--- src/rtl/bsg_manycore_npa_to_eva.sv ---
// Converts a manycore network physical address (x, y, word EPA) into a byte EVA and buffers the
// result in a 2-entry FIFO. Optional invalid-entry counter: BSG_MANYCORE_NPA_TO_EVA_STATS_EN.
module bsg_manycore_npa_to_eva #(
  // The instantiator sets every parameter. The defaults only keep a standalone elaboration legal.
  parameter int addr_width_p   = 16,
  parameter int x_cord_width_p = 4,
  parameter int y_cord_width_p = 4,
  parameter int num_tiles_y_p  = 4,
  parameter int vcache_size_p  = 1024,
  parameter int data_width_p   = 32
) (
  input  logic                      clk_i,
  input  logic                      reset_n_i,
  input  logic                      v_i,
  input  logic [x_cord_width_p-1:0] x_cord_i,
  input  logic [y_cord_width_p-1:0] y_cord_i,
  input  logic [addr_width_p-1:0]   epa_i,
  output logic                      ready_o,
  output logic                      v_o,
  output logic [data_width_p-1:0]   eva_o,
  output logic                      is_invalid_addr_o,
  input  logic                      yumi_i
`ifdef BSG_MANYCORE_NPA_TO_EVA_STATS_EN
  ,
  output logic [31:0]               invalid_count_o
`endif
);

  localparam int max_x_cord_width_gp    = 6;
  localparam int max_y_cord_width_gp    = 6;
  localparam int epa_word_addr_width_gp = 16;
  localparam int vcache_lg_lp           = $clog2(vcache_size_p);
  localparam logic [y_cord_width_p-1:0] vcache_south_y_lp = y_cord_width_p'(num_tiles_y_p + 1);

  typedef struct packed {
    logic [1:0]                        remote;
    logic [max_y_cord_width_gp-1:0]    y_cord;
    logic [max_x_cord_width_gp-1:0]    x_cord;
    logic [epa_word_addr_width_gp-1:0] addr;
    logic [1:0]                        low_bits;
  } bsg_manycore_global_addr_s;

  // The host window keeps epa[addr_width_p-2:0] plus two byte bits below the 2-bit prefix.
  if (addr_width_p + 1 > 30) begin : g_host_width_check
    $error("bsg_manycore_npa_to_eva: addr_width_p + 1 must be <= 30");
  end

  // Classification, first match wins: host, vcache, tile, invalid.
  logic is_host;
  logic is_vcache;
  logic is_tile;
  logic vcache_row;

  assign vcache_row = (y_cord_i == '0) || (y_cord_i == vcache_south_y_lp);

  assign is_host = (y_cord_i == y_cord_width_p'(1))
                 && (x_cord_i == '0)
                 && epa_i[addr_width_p-1];

  assign is_vcache = vcache_row
                   && !epa_i[addr_width_p-1]
                   && ((epa_i >> vcache_lg_lp) == '0);

  assign is_tile = (y_cord_i >= y_cord_width_p'(1))
                 && (y_cord_i <= y_cord_width_p'(num_tiles_y_p))
                 && ((x_cord_i >> max_x_cord_width_gp) == '0)
                 && ((y_cord_i >> max_y_cord_width_gp) == '0)
                 && ((epa_i >> epa_word_addr_width_gp) == '0);

  bsg_manycore_global_addr_s tile_addr;
  logic [data_width_p-1:0]   conv_eva;
  logic                      conv_invalid;

  always_comb begin
    tile_addr          = '0;
    tile_addr.remote   = 2'b01;
    tile_addr.y_cord   = max_y_cord_width_gp'(y_cord_i);
    tile_addr.x_cord   = max_x_cord_width_gp'(x_cord_i);
    tile_addr.addr     = epa_word_addr_width_gp'(epa_i);
    tile_addr.low_bits = 2'b00;

    conv_eva     = '0;
    conv_invalid = 1'b0;
    if (is_host) begin
      conv_eva[data_width_p-1 -: 2]    = 2'b11;
      conv_eva[2 +: addr_width_p-1]    = epa_i[addr_width_p-2:0];
    end else if (is_vcache) begin
      conv_eva[data_width_p-1 -: 2]                        = 2'b10;
      conv_eva[2 +: vcache_lg_lp]                          = epa_i[vcache_lg_lp-1:0];
      conv_eva[2+vcache_lg_lp +: x_cord_width_p]           = x_cord_i;
      conv_eva[2+vcache_lg_lp+x_cord_width_p]              = (y_cord_i != '0);
    end else if (is_tile) begin
      conv_eva = data_width_p'(tile_addr);
    end else begin
      conv_invalid = 1'b1;
    end
  end

  // Handshake: a word enters on v_i & ready_o and leaves on v_o & yumi_i. ready_o is a flop that
  // depends only on the occupancy, and yumi_i is legal only while v_o is high.
  logic [data_width_p-1:0] eva_mem [2];
  logic [1:0]              inv_mem;
  logic                    wr_ptr;
  logic                    rd_ptr;
  logic [1:0]              count;
  logic [1:0]              count_next;
  logic                    ready_r;
  logic                    enq;
  logic                    deq;

  assign enq = v_i & ready_r;
  assign deq = yumi_i & v_o;

  always_comb begin
    count_next = count;
    case ({enq, deq})
      2'b10:   count_next = count + 2'd1;
      2'b01:   count_next = count - 2'd1;
      default: count_next = count;
    endcase
  end

  always_ff @(posedge clk_i) begin
    if (!reset_n_i) begin
      count   <= 2'd0;
      wr_ptr  <= 1'b0;
      rd_ptr  <= 1'b0;
      ready_r <= 1'b0;
    end else begin
      count   <= count_next;
      ready_r <= (count_next != 2'd2);
      if (enq) begin
        eva_mem[wr_ptr] <= conv_eva;
        inv_mem[wr_ptr] <= conv_invalid;
        wr_ptr          <= ~wr_ptr;
      end
      if (deq) begin
        rd_ptr <= ~rd_ptr;
      end
    end
  end

  // An empty FIFO presents zeros, which also covers the cycles following a reset.
  assign ready_o           = ready_r;
  assign v_o               = (count != 2'd0);
  assign eva_o             = v_o ? eva_mem[rd_ptr] : '0;
  assign is_invalid_addr_o = v_o ? inv_mem[rd_ptr] : 1'b0;

`ifdef BSG_MANYCORE_NPA_TO_EVA_STATS_EN
  logic [31:0] invalid_count_r;

  always_ff @(posedge clk_i) begin
    if (!reset_n_i) begin
      invalid_count_r <= '0;
    end else if (enq && conv_invalid && (invalid_count_r != 32'hFFFF_FFFF)) begin
      invalid_count_r <= invalid_count_r + 32'd1;
    end
  end

  assign invalid_count_o = invalid_count_r;
`endif

  always_ff @(posedge clk_i) begin
    if (reset_n_i) begin
      assert (!yumi_i || v_o);
    end
  end

endmodule

--- config.mk ---
export PLATFORM = sky130hd
export DESIGN_NAME = bsg_manycore_npa_to_eva
export DESIGN_NICKNAME = d
export VERILOG_FILES = /design/src/rtl/bsg_manycore_npa_to_eva.sv
export SDC_FILE = /design/constraint.sdc
export NUM_CORES = 1
export LEC_CHECK = 0
export CORE_ASPECT_RATIO = 0.7
export CORE_MARGIN = 2
export CORE_UTILIZATION = 29
export DETAILED_ROUTE_END_ITERATION = 6
export PLACE_DENSITY = 0.49
export SYNTH_ARGS = -nofsm -noshare
export SYNTH_HDL_FRONTEND = slang
export SYNTH_SLANG_ARGS = --single-unit
--- constraint.sdc ---
create_clock -name clk_i -period 5.4 [get_ports clk_i]
set_clock_uncertainty 0.15 [all_clocks]
set_input_delay 1.08 -clock clk_i [delete_from_list [all_inputs] [get_ports clk_i]]
set_output_delay 1.08 -clock clk_i [all_outputs]
set_load 0.01 [all_outputs]
==> results_dict.tcl <==
set metrics [dict create \
    final_antenna_net_count 0 \
    synth.top_cells.by_area "edfxtp_1 60%, mux2i_1 10%, nor2_1 5.6%" \
    grt_max_degree 29 \
    peakVddDrop_v 0.000136 \
    setup_viol 0 \
    root_buffer "clkbuf_16" \
    max_clock_freq_ghz 0.294 \
    synth_cells 200 \
    status "finished, final reports clean" \
    placed_area_um2 3350 \
    synthDistinctLibCells 34 \
    synth_largest_area_cell "edfxtp_1" \
    wl_per_cell_um 14.2 \
    grt_pass1_wl_um 8870 \
    grt_util_all_layers 0.120 \
    path_delay_family "flip-flops" \
    path_class "reg -> out" \
    diodes 0 \
    worst-path-buf-inv 1 \
    layout_setup_ws_ns 2.00 \
    overflow 0 \
    yosysSeqAreaShare 0.648 \
    synthArstFlopShare 0 \
    first_pass_iters 4 \
    crit_chain "mux2i_1 -> nor2_1 -> clkdlybuf4s50_1" \
    die_x_um 119 \
    antenna_found_initial 0 \
    setup.worst_path.end_class "primary output" \
    reg2reg_to "count[1]" \
    final_hold_viol_count 0 \
    yosysWarningCount 0 \
    power-per-cell-area_nw_per_um2 415 \
    ios 63 \
    cp_slowest_cell "dfxtp_2" \
    gp_congestion 0.765 \
    slew_headroom 0.405 \
    reg2reg_from "count[0]" \
    dp_hpwl_um 3610 \
    ys.flop_type "edfxtp_1" \
    clock_path_buffers 2 \
    finalWirelength_um 5540 \
    worstSetupStartpointType "flop" \
    synth_edf_count 54 \
    cp_num_cells 3 \
    min_path_type "reg -> reg" \
    coreArea_um2 9030 \
    worstMarginPinSlew_ns 0.893 \
    vias 1658 \
    rr_worst_depth 5 \
    timing.final.crit_period_ns 3.40 \
    path_clk_slew_ns 0.05 \
    worst_ep_required_time_ns 4.17 \
    yosysMostFrequentCell "edfxtp_1" \
    die_y_um 84.5 \
    nNetsFinal 291 \
    synth_commonest_cells "54 x edfxtp_1, 40 x nor2_1, 27 x mux2i_1, 8 x inv_1" \
    post_cts_resized 0 \
    slowest_delay_ns 0.91 \
    viasPerCell 4.25 \
    rsz0062_at_grt "false" \
    fin_util 0.398 \
    drc 0 \
    report.final.slew_viol_count 0 \
    io_buffer_count 56 \
    die-area_um2 10100 \
    cts_tree "built" \
    drive_above_1_share 0.105 \
    rows 29 \
    clock_latency_ns 0.31 \
    post-route-period-util 0.630 \
    h-tree-depth 3 \
    grt_pass1_vias 1686 \
    syn_area_um2 2690 \
    crit_fanout 26 \
    worstSetupEndpoint "eva_o[31]" \
    maxCapViolCount 0 \
    cts_made_buffers 9 \
    dr.first_iter.drc_count 91 \
    avgSynthCellArea_um2 13.4 \
    syn_to_final_growth_pct 34.0 \
    preCtsSetupSlack_ns 2.04 \
    synth.top_cell.area_share 0.604 \
    p_leak_nw 1.23 \
    post_cts_buffers 0 \
    cts.sinks 60 \
    hold_buffers 0 \
    setup-tns-final_ns 0 \
    reg2reg_slack_ns 3.53 \
    ys_seq_elements 60 \
    arrival_ns 2.17 \
    initial_core_util 0.297 \
    final_area_um2 3600 \
]
-- worst reg2reg max path: cells and delay by family, from the launching register on --
family                   cells  cell delay, ns
flip-flops                   1            0.37
adder cells (fa/ha/maj)      1            0.35
AND/OR/NAND/NOR              1            0.38
buffers and inverters        1            0.08
AO/OA/AOI/OAI                2            0.46
-- state kept, by name, summed over array words and instances, names as in the netlist, named ones only --
| register | flops |
|---|---|
| count | 2 |
| eva_mem | 52 |
| inv_mem | 2 |
| rd_ptr | 1 |
| ready_o | 1 |
| wr_ptr | 1 |
-- cell families after synthesis --
group / after synthesis / synth area share
multiplexers: 27 / 0.101
flip-flops: 60 / 0.648
adder cells (fa/ha/maj): 1 / 0.00466
other: 1 / 0.00140
AND/OR/NAND/NOR: 59 / 0.104
XOR/XNOR: 5 / 0.0163
AO/OA/AOI/OAI: 23 / 0.0713
buffers and inverters: 24 / 0.0531
-- cell type report --
type	instances	area [µm²]
Clock buffer	10	229
Clock inverter	5	20.0
Fill cell	847	5440
Inverter	9	33.8
Multi-Input combinational cell	123	836
Sequential cell	60	1740
Tap cell	124	155
Timing Repair Buffer	59	583
-- metal layers --
layer / up-vias / GRT usage / wire (µm)
met3: 2 / 0.0537 / 237
met5: - / 0 / 0
met2: 41 / 0.177 / 2430
met4: 0 / 0.0455 / 47
li1: 831 / - / -
met1: 784 / 0.155 / 2830
-- power by group --
group          internal (mW)  leakage (nW)  switching, mW
sequential             0.543         0.551         0.0564
combinational          0.233         0.557          0.193
clock                  0.299         0.122          0.171
total                   1.08          1.23          0.420
-- cell usage in the layout (no fill, tap or decap), drive strengths merged, types with 3 or more instances in the layout --
cell type,netlist,layout
a21boi,10,10
a21oi,3,3
buf,15,3
clkbuf,0,10
clkdlybuf4s50,0,56
clkinv,0,5
conb,1,8
dfxtp,6,6
edfxtp,54,54
inv,9,9
mux2i,27,27
nor2,40,40
nor4,3,3
o21ai,3,3
o2bb2ai,4,4
xor2,3,3
-- worst min path at each step --
stage | startpoint | endpoint | slack [ns] | cells after the start
after detailed placement | count[0] | ready_o | 0.39 | 1
after global routing | rd_ptr | flop | 0.44 | 2
after CTS | count[0] | ready_o | 0.40 | 1
final | count[0] | ready_o | 0.40 | 1
after global placement | count[1] | count[1] | 0.39 | 2
after floorplan | count[1] | count[1] | 0.35 | 2
-- per-stage QoR --
stage / hold slack, ns / total power [mW] / cells
after floorplan: 0.354 / 0.824 / 207
after global placement: 0.386 / 1.04 / 375
after detailed placement: 0.386 / 1.04 / 375
after CTS: 0.400 / 1.52 / 390
after global routing: 0.437 / 1.58 / 390
final: 0.401 / 1.50 / 390
Power figures use the tool's default switching activity.
